### src/rtl/calc_keypad_seq_if.sv
// Keypad-side bundle for calc_keypad_seq: key levels in, operand display and result flags out.
interface calc_keypad_seq_if #(
  parameter int W = 8
);
  logic [9:0]     digit;
  logic [2:0]     op;
  logic           op_key;
  logic           eq;
  logic           clr;
  logic [W-1:0]   disp;
  logic [2*W-1:0] res;
  logic           res_valid;
  logic           neg;
  logic           err;
  logic [2:0]     state;

  modport master (
    output digit, op, op_key, eq, clr,
    input  disp, res, res_valid, neg, err, state
  );

  modport slave (
    input  digit, op, op_key, eq, clr,
    output disp, res, res_valid, neg, err, state
  );
endinterface

### src/rtl/calc_keypad_seq.sv
// Keypad calculator sequencer: edge-detected keys build decimal operands, then add/sub/mul/and/or
// in one cycle or restoring division at one quotient bit per cycle.
module calc_keypad_seq #(
  parameter int W      = 8,
  parameter int DIGITS = 2
) (
  input logic              clk,
  input logic              rst_n,
  calc_keypad_seq_if.slave kp
);
  localparam logic [2:0] IDLE    = 3'd0;
  localparam logic [2:0] ENTER_A = 3'd1;
  localparam logic [2:0] ENTER_B = 3'd2;
  localparam logic [2:0] CALC    = 3'd3;
  localparam logic [2:0] DIV     = 3'd4;
  localparam logic [2:0] RESULT  = 3'd5;
  localparam logic [2:0] ERROR   = 3'd6;

  localparam logic [2:0] OP_ADD = 3'd0;
  localparam logic [2:0] OP_SUB = 3'd1;
  localparam logic [2:0] OP_MUL = 3'd2;
  localparam logic [2:0] OP_DIV = 3'd3;
  localparam logic [2:0] OP_AND = 3'd4;
  localparam logic [2:0] OP_OR  = 3'd5;

  localparam int CW = $clog2(DIGITS + 1);
  localparam int SW = $clog2(W) + 1;
  localparam logic [CW-1:0] CNT_MAX   = CW'(DIGITS);
  localparam logic [SW-1:0] STEP_LAST = SW'(W - 1);

  // key history
  logic [9:0] digit_prev;
  logic       op_key_prev, eq_prev, clr_prev;

  // events
  logic [9:0] dig_new;
  logic       dig_ev, op_ev, eq_ev, clr_ev;
  logic [3:0] dig_val;

  // state and next state
  logic [2:0]     st, st_n;
  logic [W-1:0]   a, a_n, b, b_n;
  logic [CW-1:0]  cnt_a, cnt_a_n, cnt_b, cnt_b_n;
  logic [2:0]     op_r, op_r_n;
  logic [W-1:0]   disp, disp_n;
  logic [2*W-1:0] res, res_n;
  logic           res_valid, res_valid_n, neg, neg_n, err, err_n;
  logic [W-1:0]   rem, rem_n, quot, quot_n, dvs, dvs_n;
  logic [SW-1:0]  step, step_n;

  // datapath helpers
  logic [W-1:0]   a_acc, b_acc;
  logic [W:0]     sh;
  logic           ge;

  always_comb begin
    dig_new = kp.digit & ~digit_prev;
    // exactly one rising key; simultaneous rises are treated as a bounce
    dig_ev  = (dig_new != '0) && ((dig_new & (dig_new - 10'd1)) == '0);
    dig_val = '0;
    for (int i = 0; i < 10; i++)
      if (dig_new[i]) dig_val = 4'(i);
    op_ev  = kp.op_key & ~op_key_prev;
    eq_ev  = kp.eq & ~eq_prev;
    clr_ev = kp.clr & ~clr_prev;
  end

  always_comb begin
    a_acc = a * W'(10) + W'(dig_val);
    b_acc = b * W'(10) + W'(dig_val);
    sh    = {rem, quot[W-1]};
    ge    = sh >= {1'b0, dvs};
  end

  always_comb begin
    st_n        = st;
    a_n         = a;
    b_n         = b;
    cnt_a_n     = cnt_a;
    cnt_b_n     = cnt_b;
    op_r_n      = op_r;
    disp_n      = disp;
    res_n       = res;
    res_valid_n = res_valid;
    neg_n       = neg;
    err_n       = err;
    rem_n       = rem;
    quot_n      = quot;
    dvs_n       = dvs;
    step_n      = step;

    case (st)
      IDLE: begin
        if (dig_ev) begin
          a_n     = W'(dig_val);
          cnt_a_n = CW'(1);
          disp_n  = W'(dig_val);
          st_n    = ENTER_A;
        end else if (op_ev) begin
          a_n     = '0;
          b_n     = '0;
          cnt_b_n = '0;
          op_r_n  = kp.op;
          disp_n  = '0;
          st_n    = ENTER_B;
        end
      end
      ENTER_A: begin
        if (dig_ev) begin
          if (cnt_a < CNT_MAX) begin
            a_n     = a_acc;
            cnt_a_n = cnt_a + CW'(1);
            disp_n  = a_acc;
          end
        end else if (op_ev) begin
          b_n     = '0;
          cnt_b_n = '0;
          op_r_n  = kp.op;
          disp_n  = '0;
          st_n    = ENTER_B;
        end
      end
      ENTER_B: begin
        if (dig_ev) begin
          if (cnt_b < CNT_MAX) begin
            b_n     = b_acc;
            cnt_b_n = cnt_b + CW'(1);
            disp_n  = b_acc;
          end
        end else if (op_ev) begin
          // operator can be corrected only until the second operand starts
          if (cnt_b == '0) op_r_n = kp.op;
        end else if (eq_ev) begin
          st_n = CALC;
        end
      end
      CALC: begin
        neg_n = 1'b0;
        case (op_r)
          OP_ADD: res_n = (2*W)'(a) + (2*W)'(b);
          OP_SUB: begin
            if (a < b) begin
              res_n = (2*W)'(b - a);
              neg_n = 1'b1;
            end else begin
              res_n = (2*W)'(a - b);
            end
          end
          OP_MUL: res_n = (2*W)'(a) * (2*W)'(b);
          OP_AND: res_n = (2*W)'(a & b);
          OP_OR:  res_n = (2*W)'(a | b);
          default: res_n = '0;
        endcase
        if (op_r == OP_DIV) begin
          if (b == '0) begin
            err_n = 1'b1;
            res_n = '0;
            st_n  = ERROR;
          end else begin
            rem_n  = '0;
            quot_n = a;
            dvs_n  = b;
            step_n = '0;
            st_n   = DIV;
          end
        end else if (op_r > OP_OR) begin
          err_n = 1'b1;
          res_n = '0;
          st_n  = ERROR;
        end else begin
          res_valid_n = 1'b1;
          st_n        = RESULT;
        end
      end
      DIV: begin
        // quot doubles as the dividend shift register; quotient bits enter at the LSB
        rem_n  = ge ? W'(sh - {1'b0, dvs}) : sh[W-1:0];
        quot_n = W'({quot, ge});
        if (step == STEP_LAST) begin
          res_n       = {rem_n, quot_n};
          res_valid_n = 1'b1;
          st_n        = RESULT;
        end else begin
          step_n = step + SW'(1);
        end
      end
      RESULT: begin
        if (dig_ev) begin
          res_valid_n = 1'b0;
          neg_n       = 1'b0;
          res_n       = '0;
          a_n         = W'(dig_val);
          cnt_a_n     = CW'(1);
          b_n         = '0;
          cnt_b_n     = '0;
          disp_n      = W'(dig_val);
          st_n        = ENTER_A;
        end
      end
      ERROR: ;
      default: st_n = IDLE;
    endcase

    if (clr_ev) begin
      st_n        = IDLE;
      a_n         = '0;
      b_n         = '0;
      cnt_a_n     = '0;
      cnt_b_n     = '0;
      op_r_n      = '0;
      disp_n      = '0;
      res_n       = '0;
      res_valid_n = 1'b0;
      neg_n       = 1'b0;
      err_n       = 1'b0;
      rem_n       = '0;
      quot_n      = '0;
      dvs_n       = '0;
      step_n      = '0;
    end
  end

  always_ff @(posedge clk or negedge rst_n) begin
    if (!rst_n) begin
      digit_prev  <= '0;
      op_key_prev <= 1'b0;
      eq_prev     <= 1'b0;
      clr_prev    <= 1'b0;
      st          <= IDLE;
      a           <= '0;
      b           <= '0;
      cnt_a       <= '0;
      cnt_b       <= '0;
      op_r        <= '0;
      disp        <= '0;
      res         <= '0;
      res_valid   <= 1'b0;
      neg         <= 1'b0;
      err         <= 1'b0;
      rem         <= '0;
      quot        <= '0;
      dvs         <= '0;
      step        <= '0;
    end else begin
      digit_prev  <= kp.digit;
      op_key_prev <= kp.op_key;
      eq_prev     <= kp.eq;
      clr_prev    <= kp.clr;
      st          <= st_n;
      a           <= a_n;
      b           <= b_n;
      cnt_a       <= cnt_a_n;
      cnt_b       <= cnt_b_n;
      op_r        <= op_r_n;
      disp        <= disp_n;
      res         <= res_n;
      res_valid   <= res_valid_n;
      neg         <= neg_n;
      err         <= err_n;
      rem         <= rem_n;
      quot        <= quot_n;
      dvs         <= dvs_n;
      step        <= step_n;
    end
  end

  assign kp.disp      = disp;
  assign kp.res       = res;
  assign kp.res_valid = res_valid;
  assign kp.neg       = neg;
  assign kp.err       = err;
  assign kp.state     = st;
endmodule

### src/flat_wrapper.sv
// flat-port wrapper written by rule: the top's interface ports become plain ports
module calc_keypad_seq_flat 
#(
  parameter int W      = 8,
  parameter int DIGITS = 2
)
  (clk, rst_n, kp_digit, kp_op, kp_op_key, kp_eq, kp_clr, kp_disp, kp_res, kp_res_valid, kp_neg, kp_err, kp_state);
  calc_keypad_seq_if #(.W(W)) kp_i ();
  input logic clk;
  input logic rst_n;
  input wire logic [$bits(kp_i.digit)-1:0] kp_digit;
  input wire logic [$bits(kp_i.op)-1:0] kp_op;
  input wire logic [$bits(kp_i.op_key)-1:0] kp_op_key;
  input wire logic [$bits(kp_i.eq)-1:0] kp_eq;
  input wire logic [$bits(kp_i.clr)-1:0] kp_clr;
  output wire logic [$bits(kp_i.disp)-1:0] kp_disp;
  output wire logic [$bits(kp_i.res)-1:0] kp_res;
  output wire logic [$bits(kp_i.res_valid)-1:0] kp_res_valid;
  output wire logic [$bits(kp_i.neg)-1:0] kp_neg;
  output wire logic [$bits(kp_i.err)-1:0] kp_err;
  output wire logic [$bits(kp_i.state)-1:0] kp_state;
  assign kp_i.digit = kp_digit;
  assign kp_i.op = kp_op;
  assign kp_i.op_key = kp_op_key;
  assign kp_i.eq = kp_eq;
  assign kp_i.clr = kp_clr;
  assign kp_disp = kp_i.disp;
  assign kp_res = kp_i.res;
  assign kp_res_valid = kp_i.res_valid;
  assign kp_neg = kp_i.neg;
  assign kp_err = kp_i.err;
  assign kp_state = kp_i.state;
  calc_keypad_seq #(.W(W), .DIGITS(DIGITS)) u_core (.clk(clk), .rst_n(rst_n), .kp(kp_i));
endmodule
### config.mk
export PLATFORM = sky130hd
export DESIGN_NAME = calc_keypad_seq_flat
export DESIGN_NICKNAME = d
export VERILOG_FILES = /design/src/rtl/calc_keypad_seq_if.sv /design/src/rtl/calc_keypad_seq.sv /design/src/flat_wrapper.sv
export SDC_FILE = /design/constraint.sdc
export NUM_CORES = 1
export LEC_CHECK = 0
export BUFFER_PORTS_ARGS = -buffer_cell sky130_fd_sc_hd__buf_4
export CAP_MARGIN = 20
export CORE_UTILIZATION = 68
export DETAILED_ROUTE_END_ITERATION = 12
export PLACE_DENSITY = 0.85
export RECOVER_POWER = 100
export SETUP_SLACK_MARGIN = 0.05
export SLEW_MARGIN = 20
export SYNTH_ARGS = -nofsm -noshare
export SYNTH_HDL_FRONTEND = slang
export SYNTH_SLANG_ARGS = --single-unit
### constraint.sdc
create_clock -name clk -period 10.7 [get_ports clk]
set_clock_uncertainty 0.1 [all_clocks]
set_input_delay 0.535 -clock clk [delete_from_list [all_inputs] [get_ports clk]]
set_output_delay 0.535 -clock clk [all_outputs]
set_load 0.02 [all_outputs]
[Yosys cells after proc, flatten, opt, wreduce, memory -nomap -nowiden]
Cells that the tools add are included.
Operators by class
  add/subtract/negate cells: 10
  $mul: 3
  magnitude comparators: 5
  eq/ne operators: 37
  mux-type cells: 101
  bitwise gates (word level): 11
  reduce and logical (&&, ||, !) cells: 33
Operators with widths (count)
  8-bit 2-to-1 mux: 26
  16-bit 2-to-1 mux: 7
  16-bit one-hot mux with 5 select lines: 1
  3-bit 2-to-1 mux: 16
  4-bit 2-to-1 mux: 12
  16-bit one-hot mux with 3 select lines: 1
  8-bit one-hot mux with 3 select lines: 2
  3-bit by 1-bit inequality test with 1-bit output, second input constant: 12
  8-bit one-hot mux with 2 select lines: 2
  8-bit one-hot mux with 4 select lines: 1
  2-bit 2-to-1 mux: 12
  3-bit one-hot mux with 7 select lines: 1
  10-bit bitwise AND: 2
  8-bit by 8-bit subtractor with 9-bit output: 2
  8-bit by 4-bit adder with 8-bit output: 2
  8-bit by 3-bit multiplier with 7-bit output, second input constant: 2
  8-bit by 8-bit multiplier with 16-bit output: 1
  3-bit equality test, second input constant: 5
  3-bit by 2-bit inequality test with 1-bit output, second input constant: 5
  5-bit AND reduction: 3
  3-bit nonzero test: 5
  1-bit 2-to-1 mux: 14
  3-bit by 2-bit equality test with 1-bit output, second input constant: 4
  3-bit inequality test, second input constant: 4
  other kinds (40): 58
Word-level totals
  register bits: 94
  bits of input ports: 18
  logic and storage cells: 219

[Longest topological paths before layout]
Gate-level depths: netlist (run 1).
  depth in word-level cells: 16
  depth in mapped cells: 20

[Worst setup path after synthesis (run 1)]
No wires, ideal clock.
  kind: register to register
  start point: register u_core.a[1]
  end point: register u_core.res[13] (netlist: u_core.kp.res[13])
  library setup time: 0.122 ns
  arrival: 4.727 ns
  required time: 10.478 ns
  setup slack: 5.752 ns
  cell stages (with the launch flop): 17
  period minus slack after synthesis: 4.948 ns
  cell sequence: dfrtp_1 clkinv_1 nor2_1 fa_1 fa_1 fa_1 inv_1 fa_1 inv_1 ha_1 o21a_1 a2111oi_0 or3_1 o21ai_0 xor2_1 a21o_1 a32o_1
Between the ends
  cells in the longest elaborated chain, start to end: 7
  elaborated cells between the ends (all ways): 11
  classes of those cells: add/sub (2); mul (1); order compare (1); mux (7)
Ends and longest elaborated chain
  start, declared: line calc_keypad_seq.sv:42  | logic [W-1:0] a, a_n, b, b_n;
  start signal, assigned: line calc_keypad_seq.sv:250  | a <= a_n;
  branches (longest 2 deep; another with 8-bit by 8-bit multiplier with 16-bit output)
  16-bit one-hot mux with 5 select lines (*): line calc_keypad_seq.sv:139  | case (op_r)
  16-bit 2-to-1 mux, on equally long branches: line calc_keypad_seq.sv:166, calc_keypad_seq.sv:155
  16-bit 2-to-1 mux (*): line calc_keypad_seq.sv:154  | if (op_r == OP_DIV) begin
  16-bit one-hot mux with 3 select lines (*): line calc_keypad_seq.sv:92  | case (st)
  16-bit 2-to-1 mux (*): line calc_keypad_seq.sv:204  | if (clr_ev) begin
  end signal, assigned: line calc_keypad_seq.sv:256  | res <= res_n;
  end, declared: line calc_keypad_seq.sv:46  | logic [2*W-1:0] res, res_n;
Every way passes the cells marked *.
A chain may end at the register's enable or synchronous reset.

[Worst setup path in the final report (run 1)]
  start point: input port kp_digit[2]
  end point: register u_core.res[0] (netlist: u_core.kp.res[0])
Between the ends
  cells in the longest elaborated chain, start to end: 7
  elaborated cells between the ends (all ways): 8
  classes of those cells: add/sub (1); eq/ne (1); bitwise (2); reduce/logical (4)
Ends and longest elaborated chain
  start, declared: line flat_wrapper.sv:11  | input wire logic [$bits(kp_i.digit)-1:0] kp_digit;
  10-bit bitwise AND (*): line calc_keypad_seq.sv:57  | dig_new = kp.digit & ~digit_prev;
  10-bit by 1-bit subtractor with 10-bit output: line calc_keypad_seq.sv:59  | dig_ev = (dig_new != '0) && ((dig_new & (dig_new - 10'd1)) == '0);
  10-bit bitwise AND: line calc_keypad_seq.sv:59
  10-bit zero test: line calc_keypad_seq.sv:59
  1-bit logical AND (*): line calc_keypad_seq.sv:59
  3-bit by 1-bit inequality test with 1-bit output (no source line) (*)
  3-bit AND reduction (no source line) (*)
Every way passes the cells marked *; elsewhere a longest branch is shown, timed or not.

==> impl_metrics.tcl, run 1 <==
set metrics [dict create \
    status "finished, violations left" \
    violations "capacitance limit, slew limit" \
    yosysTopAreaCellShare 0.2528 \
    synth_xor_area_frac 0.02917 \
    rsz0062_at_grt "false" \
    synth_cells 1052 \
    ys_seq_area_frac 0.2528 \
    worstSetupPathType "primary input to flop" \
    clk_path_buf_depth 2 \
    cap_violations 4 \
    period_share 0.6586 \
    nFillCells 1084 \
    die_y_microns 119.0 \
    clk_latency_ps 360 \
    root_buffer "clkbuf_16" \
    drt_first_pass_iters 6 \
    tns_ps 0 \
    portBuffers 47 \
    worstHoldPathType "primary input to flop" \
    use_met3 0.09004 \
    grt_max_degree 65 \
    hold_viol 0 \
    numCtsBuffers 9 \
    drc 0 \
    postCtsHoldBufs 0 \
    drtIter0Drc 921 \
    drv_slew 127 \
    cts_tree "built" \
    synth_compound_area_frac 0.2253 \
    worstPathArrival_ps 7230 \
    max-slew-margin-rel -2.406 \
    cts_resized 0 \
    routed_wl_mm 27.46 \
    async_flop_share 1.000 \
    cp-end-kind "flop" \
    top_usage_layer "met2" \
    synth_top_family_by_area "adder cells" \
    ys.warnings.count 0 \
    synth_cell_types 87 \
    grt_overflow 0 \
    syn_nets 1212 \
    globalplace.congestion 0.9629 \
    dpl.hpwl_mm 20.57 \
    grt_pass1_vias 8264 \
    syn_avg_cell_area_sq_um 8.846 \
    synth_fa_ha_area_frac 0.2264 \
    core_area_sq_um 13300 \
    htreeDepth 3 \
    layout.nets 1235 \
    n_antenna_cell 0 \
    cp.required_ps 10890 \
    worstMarginPinSlew_ps 4980 \
    clkTransAtPathRegs_ps 70 \
    die_area_sq_um 14160 \
    vias_per_cell 6.666 \
    finalCriticalPeriod_ps 7047 \
    vias 8372 \
    syn_to_final_growth_pct 6.117 \
    synth_simple_gate_area_share 0.1577 \
    die_w_microns 119.0 \
    multi_input_area_sq_um 6297 \
    yosys.area.top_type "dfrtp_1" \
    numClockSinks 94 \
    seq_area_sq_um 2352 \
    critPathMaxFanout 17 \
    grt_pass1_wl_mm 44.42 \
    synth_edf_count 0 \
    synth-main-ff-cell "dfrtp_1" \
    final_antenna_net_count 0 \
    routedWlPerCell_microns 21.86 \
    netlist_area_sq_um 9306 \
    rows 42 \
    p_leak_uw 0.004643 \
    drive_gt1_frac 0.05093 \
    start_util 0.7000 \
    setup-violations-final 0 \
    io_pins 48 \
    track_usage 0.4065 \
    grt_antenna_before_repair 0 \
    use_met2 0.6388 \
    fmaxAchievable_mhz 141.9 \
    use_met1 0.5545 \
    power.density_nw_per_um2 197.7 \
    start_kind "primary input" \
    ys_seq_elements 94 \
    post_cts_buffers 0 \
    total_power_uw 1952 \
    synth.area.mux_share 0.04652 \
    vdd_drop_max_v 0.0001687 \
    yosys-top-cells-area "dfrtp_1 (25%), ha_1 (13%), fa_1 (9.5%)" \
]
-- area by class of cell --
class                      count  area share
clock buffer                  10     0.02420
clock inverter                 6     0.01419
inverter                     104     0.03953
multi-input combinational    814      0.6377
sequential                    94      0.2382
tap                          176     0.02230
timing repair buffer          52     0.02395
-- synthesized netlist by cell type (10+ instances only) --
| cell | instances |
|---|---|
| a211oi_1 | 19 |
| a21o_1 | 29 |
| a21oi_1 | 65 |
| a31oi_1 | 10 |
| a32o_1 | 12 |
| clkbuf_1 | 26 |
| dfrtp_1 | 94 |
| fa_1 | 44 |
| ha_1 | 98 |
| inv_1 | 97 |
| mux2i_1 | 35 |
| nand2_1 | 57 |
| nand2b_1 | 17 |
| nand3_1 | 17 |
| nor2_1 | 145 |
| nor2b_1 | 12 |
| nor3_1 | 14 |
| o21ai_0 | 42 |
| o22ai_1 | 10 |
| xnor2_1 | 18 |
| xor2_1 | 13 |
-- per-stage QoR --
step | utilization | worst slack [ps] | hold slack, ps | std cells | instance area (sq um)
after global routing | 0.7428 | 3323 | 218.0 | 1256 | 9876
after detailed placement | 0.7328 | 5338 | 387.2 | 1240 | 9743
final | 0.7428 | 3653 | 204.1 | 1256 | 9876
after CTS | 0.7613 | 5325 | 20.59 | 1256 | 10120
after global placement | 0.7328 | 5463 | 379.8 | 1240 | 9743
after floorplan | - | 5752 | 139.4 | 1052 | 9306
-- report_power, final --
part / switching (uW) / internal (uW) / total (uW)
clock network: 151 / 261 / 412
registers: 113 / 415 / 528
logic: 648 / 364 / 1010
total: 912 / 1040 / 1950
-- kinds of logic after synthesis --
logic type | after synthesis
simple gates | 310
compound gates | 289
buf+inv | 144
fa+ha+maj | 142
flops | 94
mux | 42
xor+xnor | 31
-- registers in the layout, summed over array words and instances (netlist names), 2 cells and up --
name,flops
u_core.kp.res,16
u_core.kp.state,3
u_core.a,8
u_core.quot,8
u_core.op_r,3
u_core.cnt_a,2
u_core.rem,8
u_core.cnt_b,2
u_core.dvs,8
u_core.digit_prev,10
u_core.step,4
u_core.kp.disp,8
u_core.b,8
-- critical path, stage by stage --
cell and delay [ps]:
clkbuf_1 90, nor2b_1 190, nor4_1 730, a21o_1 210, o21ai_0 330, and2_0 690
a2111oi_0 3950, a22o_1 500
-- cell usage in the layout, fill, tap and decap left out, types with 7 or more instances in the layout --
master	count
ha_1	98
xor2_1	13
a21oi_1	66
fa_1	44
nand2b_1	17
dfrtp_1	94
clkbuf_1	41
clkinv_1	7
mux2i_1	35
clkbuf_16	9
o211ai_1	8
o31ai_1	9
nor2b_1	12
nand2_1	58
xnor2_1	18
a31oi_1	10
o22ai_1	10
a211oi_1	19
inv_1	97
a21o_1	29
a32o_1	12
nor3_1	14
o21ai_0	44
nor2_1	145
nand3_1	17
-- path summary, 6_finish.rpt --
kind | start | endpoint | slack [ps] | depth (start not counted)
worst min register to register | u_core.kp.res[15] | u_core.kp.res[15] | 400 | 1
worst max-delay path | kp_digit[2] | u_core.kp.res[0] | 3650 | 8
max in group asynchronous | rst_n | u_core.quot[6] | 5950 | 2
worst max register to register | u_core.kp.state[2] | u_core.kp.res[0] | 3660 | 7
worst min-delay path | kp_digit[1] | u_core.digit_prev[1] | 200 | 1
min in group asynchronous | rst_n | u_core.digit_prev[1] | 540 | 1
-- layer usage --
layer / vias to the layer above / part of all wire
li1: 3768 / -
met1: 4042 / 0.41
met2: 488 / 0.46
met3: 74 / 0.11
met4: 0 / 0.029
met5: - / 0
Power figures use the tool's default switching activity.
==> run 2, diff against run 1 <==
--- a/config.mk
+++ b/config.mk
@@ -7,9 +7,9 @@
 export LEC_CHECK = 0
 export BUFFER_PORTS_ARGS = -buffer_cell sky130_fd_sc_hd__buf_4
 export CAP_MARGIN = 20
-export CORE_UTILIZATION = 68
+export CORE_UTILIZATION = 63
 export DETAILED_ROUTE_END_ITERATION = 12
-export PLACE_DENSITY = 0.85
+export PLACE_DENSITY = 0.8
 export RECOVER_POWER = 100
 export SETUP_SLACK_MARGIN = 0.05
 export SLEW_MARGIN = 20
==> constraint.sdc (replaced) <==
create_clock -name clk -period 6.8 [get_ports clk]
set_clock_uncertainty 0.1 [all_clocks]
set_input_delay 0.34 -clock clk [delete_from_list [all_inputs] [get_ports clk]]
set_output_delay 0.34 -clock clk [all_outputs]
set_load 0.02 [all_outputs]
==> run 2 against run 1 <==
The run still ends with capacitance limit, slew limit left. Via count shrank 1.8%. Total power grew 47%. Critical path depth shrank 3. Wire length shrank 5.3%. Sequential cell count is the same. Core utilization shrank 6.3 points. Count of clock-buffer cells in the layout grew 1. Worst setup slack lost 2600 ps. Sequential share of layout area grew 0.064 points. Die area grew 7.8%. Hold slack lost 190 ps. Sequential power grew 57%. Critical path type is now flop to flop. Largest power group unchanged. Highest routed layer unchanged.
==> impl_metrics.tcl, run 2 (synthesized netlist as in run 1, its figures left out) <==
set metrics [dict create \
    use_met2 0.5667 \
    track_usage 0.3589 \
    status "finished, violations left" \
    worstPathArrival_ps 5970 \
    worstSetupPathType "flop to flop" \
    rr_startpoint "u_core.kp.state[0]" \
    vias_per_cell 6.481 \
    drv_slew 101 \
    postCtsHoldBufs 2 \
    clkTransAtPathRegs_ps 70 \
    grt_pass1_vias 7915 \
    nFillCells 1250 \
    globalplace.congestion 0.9592 \
    final_util 0.6803 \
    routed_wl_mm 26.01 \
    cap_violations 3 \
    tns_ps 0 \
    rows 44 \
    n_antenna_cell 0 \
    syn_to_final_growth_pct 5.835 \
    drtIter0Drc 742 \
    final_cells 1269 \
    power.density_nw_per_um2 291.6 \
    hold_viol 0 \
    cts_resized 0 \
    grt_max_degree 71 \
    htreeDepth 3 \
    cp-end-kind "flop" \
    die_y_microns 123.5 \
    core_area_sq_um 14480 \
    p_leak_uw 0.004622 \
    violations "capacitance limit, slew limit" \
    fmaxAchievable_mhz 172.8 \
    grt_overflow 0 \
    r2r_slack_ps 1010 \
    largest-register "u_core.kp.res" \
    io_pins 48 \
    holdCritStartpoint "kp_digit[6]" \
    worstHoldPathType "primary input to flop" \
    post_cts_buffers 0 \
    r2r_cells 5 \
    grt_pass1_wl_mm 41.12 \
    top_usage_layer "met2" \
    layout_commonest_cell "nor2_1" \
    critPathMaxFanout 24 \
    max-slew-margin-rel -1.487 \
    period_share 0.8509 \
    die_w_microns 123.5 \
    drt_first_pass_iters 6 \
    use_met1 0.4811 \
    root_buffer "clkbuf_16" \
    die_area_sq_um 15260 \
    start_util 0.6428 \
    grt_antenna_before_repair 0 \
    dpl.hpwl_mm 19.68 \
    cts_tree "built" \
    layout.nets 1240 \
    vias 8225 \
    start_kind "flop" \
    whs_path_depth 1 \
    routedWlPerCell_microns 20.50 \
    use_met3 0.07611 \
    drive_gt1_frac 0.05346 \
    final_antenna_net_count 0 \
    numClockSinks 94 \
    clk_path_buf_depth 2 \
    timing.rr.end "u_core.kp.res[7]" \
    largest_register_ffs 16 \
    finalCriticalPeriod_ps 5786 \
    final_cell_mix "nor2_1 (145), ha_1 (98), inv_1 (97)" \
    vdd_drop_max_v 0.0002239 \
    reg.largest.list "u_core.kp.res: 16 flops, u_core.digit_prev: 10 flops" \
    rsz0062_at_grt "false" \
    whs_endpoint "u_core.digit_prev[6]" \
    dp_cells 1250 \
    worstMarginPinSlew_ps 3731 \
    setup-violations-final 0 \
    drc 0 \
    portBuffers 47 \
    clk_latency_ps 350 \
    numCtsBuffers 9 \
    cp.required_ps 6980 \
]
[run 2: per-stage QoR]
step / total power [uW] / setup WS, ps / cell area (sq um) / hold WS [ps]
after floorplan: 1942 / 1852 / 9306 / -55.59
after global placement: 2393 / 1520 / 9768 / 160.8
after detailed placement: 2405 / 1368 / 9768 / 160.3
after CTS: 2899 / 1351 / 10070 / 0.7122
after global routing: 3042 / 637.8 / 9849 / 23.87
final: 2872 / 1014 / 9849 / 13.93
[run 2: worst max-delay path by stage]
stage | slack [ps] | cells past startpoint | to | from
4_1_cts | 1350 | 16 | u_core.kp.res[13] | u_core.a[1]
2_1_floorplan | 1850 | 16 | u_core.kp.res[13] | u_core.a[1]
6_report | 1010 | 5 | u_core.kp.res[7] | u_core.kp.state[0]
5_1_grt | 640 | 3 | u_core.b[4] | rst_n
3_3_place_gp | 1520 | 16 | u_core.kp.res[13] | u_core.a[1]
3_5_place_dp | 1370 | 16 | u_core.kp.res[13] | u_core.a[1]
[run 2: power by group]
part	internal [uW]	switching, uW	leakage, uW	total [uW]
clock	258	226	0.000135	484
sequential	653	174	0.00126	827
combinational	574	987	0.00322	1560
[run 2: cell type report]
class	instances	area (sq um)	share of cell area
Sequential cell	94	2352	0.2388
Timing Repair Buffer	57	285.3	0.02896
Multi-Input combinational cell	814	6314	0.6410
Tap cell	184	230.2	0.02337
Inverter	104	390.4	0.03963
Clock buffer	11	242.7	0.02464
Clock inverter	5	35.03	0.003557
[run 2: critical path: stages (launching register included)]
cell and delay, ps:
dfrtp_1 890, clkinv_1 550, nand2_1 770, nor2_1 340
a2111oi_1 2660, a22o_1 390
[run 2: routing by layer]
layer | vias up | wire (microns) | share of wire
li1 | 3781 | - | -
met1 | 3982 | 10990 | 0.42
met2 | 394 | 11730 | 0.45
met3 | 68 | 2369 | 0.091
met4 | 0 | 911 | 0.035
met5 | - | 0 | 0
==> run 3, diff against run 2 <==
--- a/config.mk
+++ b/config.mk
@@ -7,9 +7,9 @@
 export LEC_CHECK = 0
 export BUFFER_PORTS_ARGS = -buffer_cell sky130_fd_sc_hd__buf_4
 export CAP_MARGIN = 20
-export CORE_UTILIZATION = 63
+export CORE_UTILIZATION = 48
 export DETAILED_ROUTE_END_ITERATION = 12
-export PLACE_DENSITY = 0.8
+export PLACE_DENSITY = 0.63
 export RECOVER_POWER = 100
 export SETUP_SLACK_MARGIN = 0.05
 export SLEW_MARGIN = 20
==> run 3 against run 2 <==
The flow still finishes with violations (capacitance limit, slew limit). Via count down 1.5%. Sequential power up 0.7%. Hold slack improved by 20 ps. Count of clock-buffer cells in the layout is 1 lower. Largest power group unchanged.
==> impl_metrics.tcl, run 3 (synthesized netlist as in run 1, its figures left out) <==
set metrics [dict create \
    start_util 0.4942 \
    drv_slew 127 \
    p_leak_uw 0.004674 \
    p_int_uw 1557 \
    hold_viol 0 \
    worstHoldPathType "primary input to flop" \
    final_cells 1353 \
    holdCritStartpoint "kp_op_key" \
    netSwitchingFraction 0.4768 \
    setup_slack_ps 889.8 \
    grt_pass1_wl_mm 44.58 \
    dp_cells 1324 \
    worstSetupPathType "primary input to flop" \
    drive_gt1_frac 0.05489 \
    start_kind "primary input" \
    cp.required_ps 6920 \
    routed_wl_mm 27.51 \
    post_cts_buffers 0 \
    htreeDepth 3 \
    die_w_microns 141.2 \
    globalplace.congestion 0.9384 \
    grt_pass1_vias 7971 \
    clk_path_buf_depth 2 \
    drt_first_pass_iters 8 \
    nFillCells 1831 \
    combinationalPowerShare 0.532 \
    seq_area_sq_um 2352 \
    grt_overflow 0 \
    postCtsHoldBufs 13 \
    dpl.hpwl_mm 21.00 \
    layout.nets 1248 \
    seqPwrFrac 0.280 \
    clkTransAtPathRegs_ps 70 \
    max-slew-margin-rel -1.259 \
    vdd_drop_max_v 0.0002130 \
    layout_commonest_cell "nor2_1" \
    final_antenna_net_count 0 \
    rr_startpoint "u_core.digit_prev[3]" \
    die_y_microns 141.2 \
    die_area_sq_um 19950 \
    cp-end-kind "flop" \
    power.switching_uw 1419 \
    power_frac_clock 0.188 \
    multi_input_area_sq_um 6325 \
    vias 8098 \
    worstPathArrival_ps 6030 \
    cts_resized 0 \
    grt_antenna_before_repair 0 \
    power.density_nw_per_um2 294.9 \
    violations "capacitance limit, slew limit" \
    cap_violations 4 \
    status "finished, violations left" \
    track_usage 0.2917 \
    worstMarginPinSlew_ps 3347 \
    largest-register "u_core.kp.res" \
    portBuffers 47 \
    syn_to_final_growth_pct 8.403 \
    critPathMaxFanout 12 \
    cts_tree "built" \
    rsz0062_at_grt "false" \
    fmaxAchievable_mhz 169.2 \
    grt_max_degree 61 \
    pre_cts_ws_ps 1340 \
    reg.largest.list "u_core.kp.res: 16 flops, u_core.digit_prev: 10 flops" \
    setup-violations-final 0 \
    routedWlPerCell_microns 20.33 \
    rows 50 \
    numCtsBuffers 9 \
    io_pins 48 \
    root_buffer "clkbuf_16" \
    tns_ps 0 \
    n_antenna_cell 0 \
    finalCriticalPeriod_ps 5910 \
    numClockSinks 94 \
    crit_start "kp_digit[3]" \
    core_area_sq_um 18830 \
    period_share 0.8691 \
    drc 0 \
    vias_per_cell 5.985 \
    final_cell_mix "nor2_1 (145), ha_1 (98), inv_1 (97)" \
    total_power_uw 2975 \
    drtIter0Drc 477 \
    clk_latency_ps 360 \
    largest_register_ffs 16 \
]
-- run 3: layer usage --
layer,GRT usage,share of wire,vias up,routed length [microns]
met1,0.4229,0.48,4037,13190
met5,0,0,-,0
met2,0.4505,0.45,226,12350
met4,0.09096,0.019,0,519
met3,0.03804,0.053,38,1450
li1,-,-,3797,-
-- run 3: final timing paths --
kind,end,depth (start not counted),slack (ps)
worst min-delay path,u_core.op_key_prev,1,30
worst min register to register,u_core.kp.res[15],1,390
max in group asynchronous,u_core.dvs[7],3,1680
min in group asynchronous,u_core.digit_prev[3],2,990
worst max-delay path,u_core.b[5],10,890
worst max register to register,u_core.b[5],8,1240
-- run 3: per-stage QoR --
stage / util / hold WS, ps / instance area (sq um)
2_1_floorplan: - / -55.59 / 9306
3_3_place_gp: 0.5230 / 219.9 / 9848
3_5_place_dp: 0.5230 / 233.8 / 9848
4_1_cts: 0.5470 / 2.632 / 10300
5_1_grt: 0.5357 / 31.83 / 10090
6_report: 0.5357 / 34.41 / 10090
-- run 3: power by group through the flow --
stage | Sequential [uW] | Clock [uW] | Combinational [uW]
2_1_floorplan | 797 | 0 | 1140
3_3_place_gp | 836 | 0 | 1610
3_5_place_dp | 838 | 0 | 1600
4_1_cts | 828 | 572 | 1620
5_1_grt | 845 | 592 | 1720
6_report | 833 | 559 | 1580
-- run 3: area by class of cell --
cell class,count,area share
multi-input cells,814,0.6269
clock buffers,10,0.02270
inverters,104,0.03870
repair buffers,65,0.03708
flip-flops and latches,94,0.2332
clock inverters,6,0.009178
well taps,260,0.03225
-- run 3: worst max-delay path, stage by stage --
cell and delay, ps:
dlygate4sd3_1 530, clkbuf_1 110, nor2b_1 210, nor4_4 420, a41oi_1 160, o21ai_0 890, nand2_2 260, o311ai_0 2670
mux2i_1 370, nor2_1 60
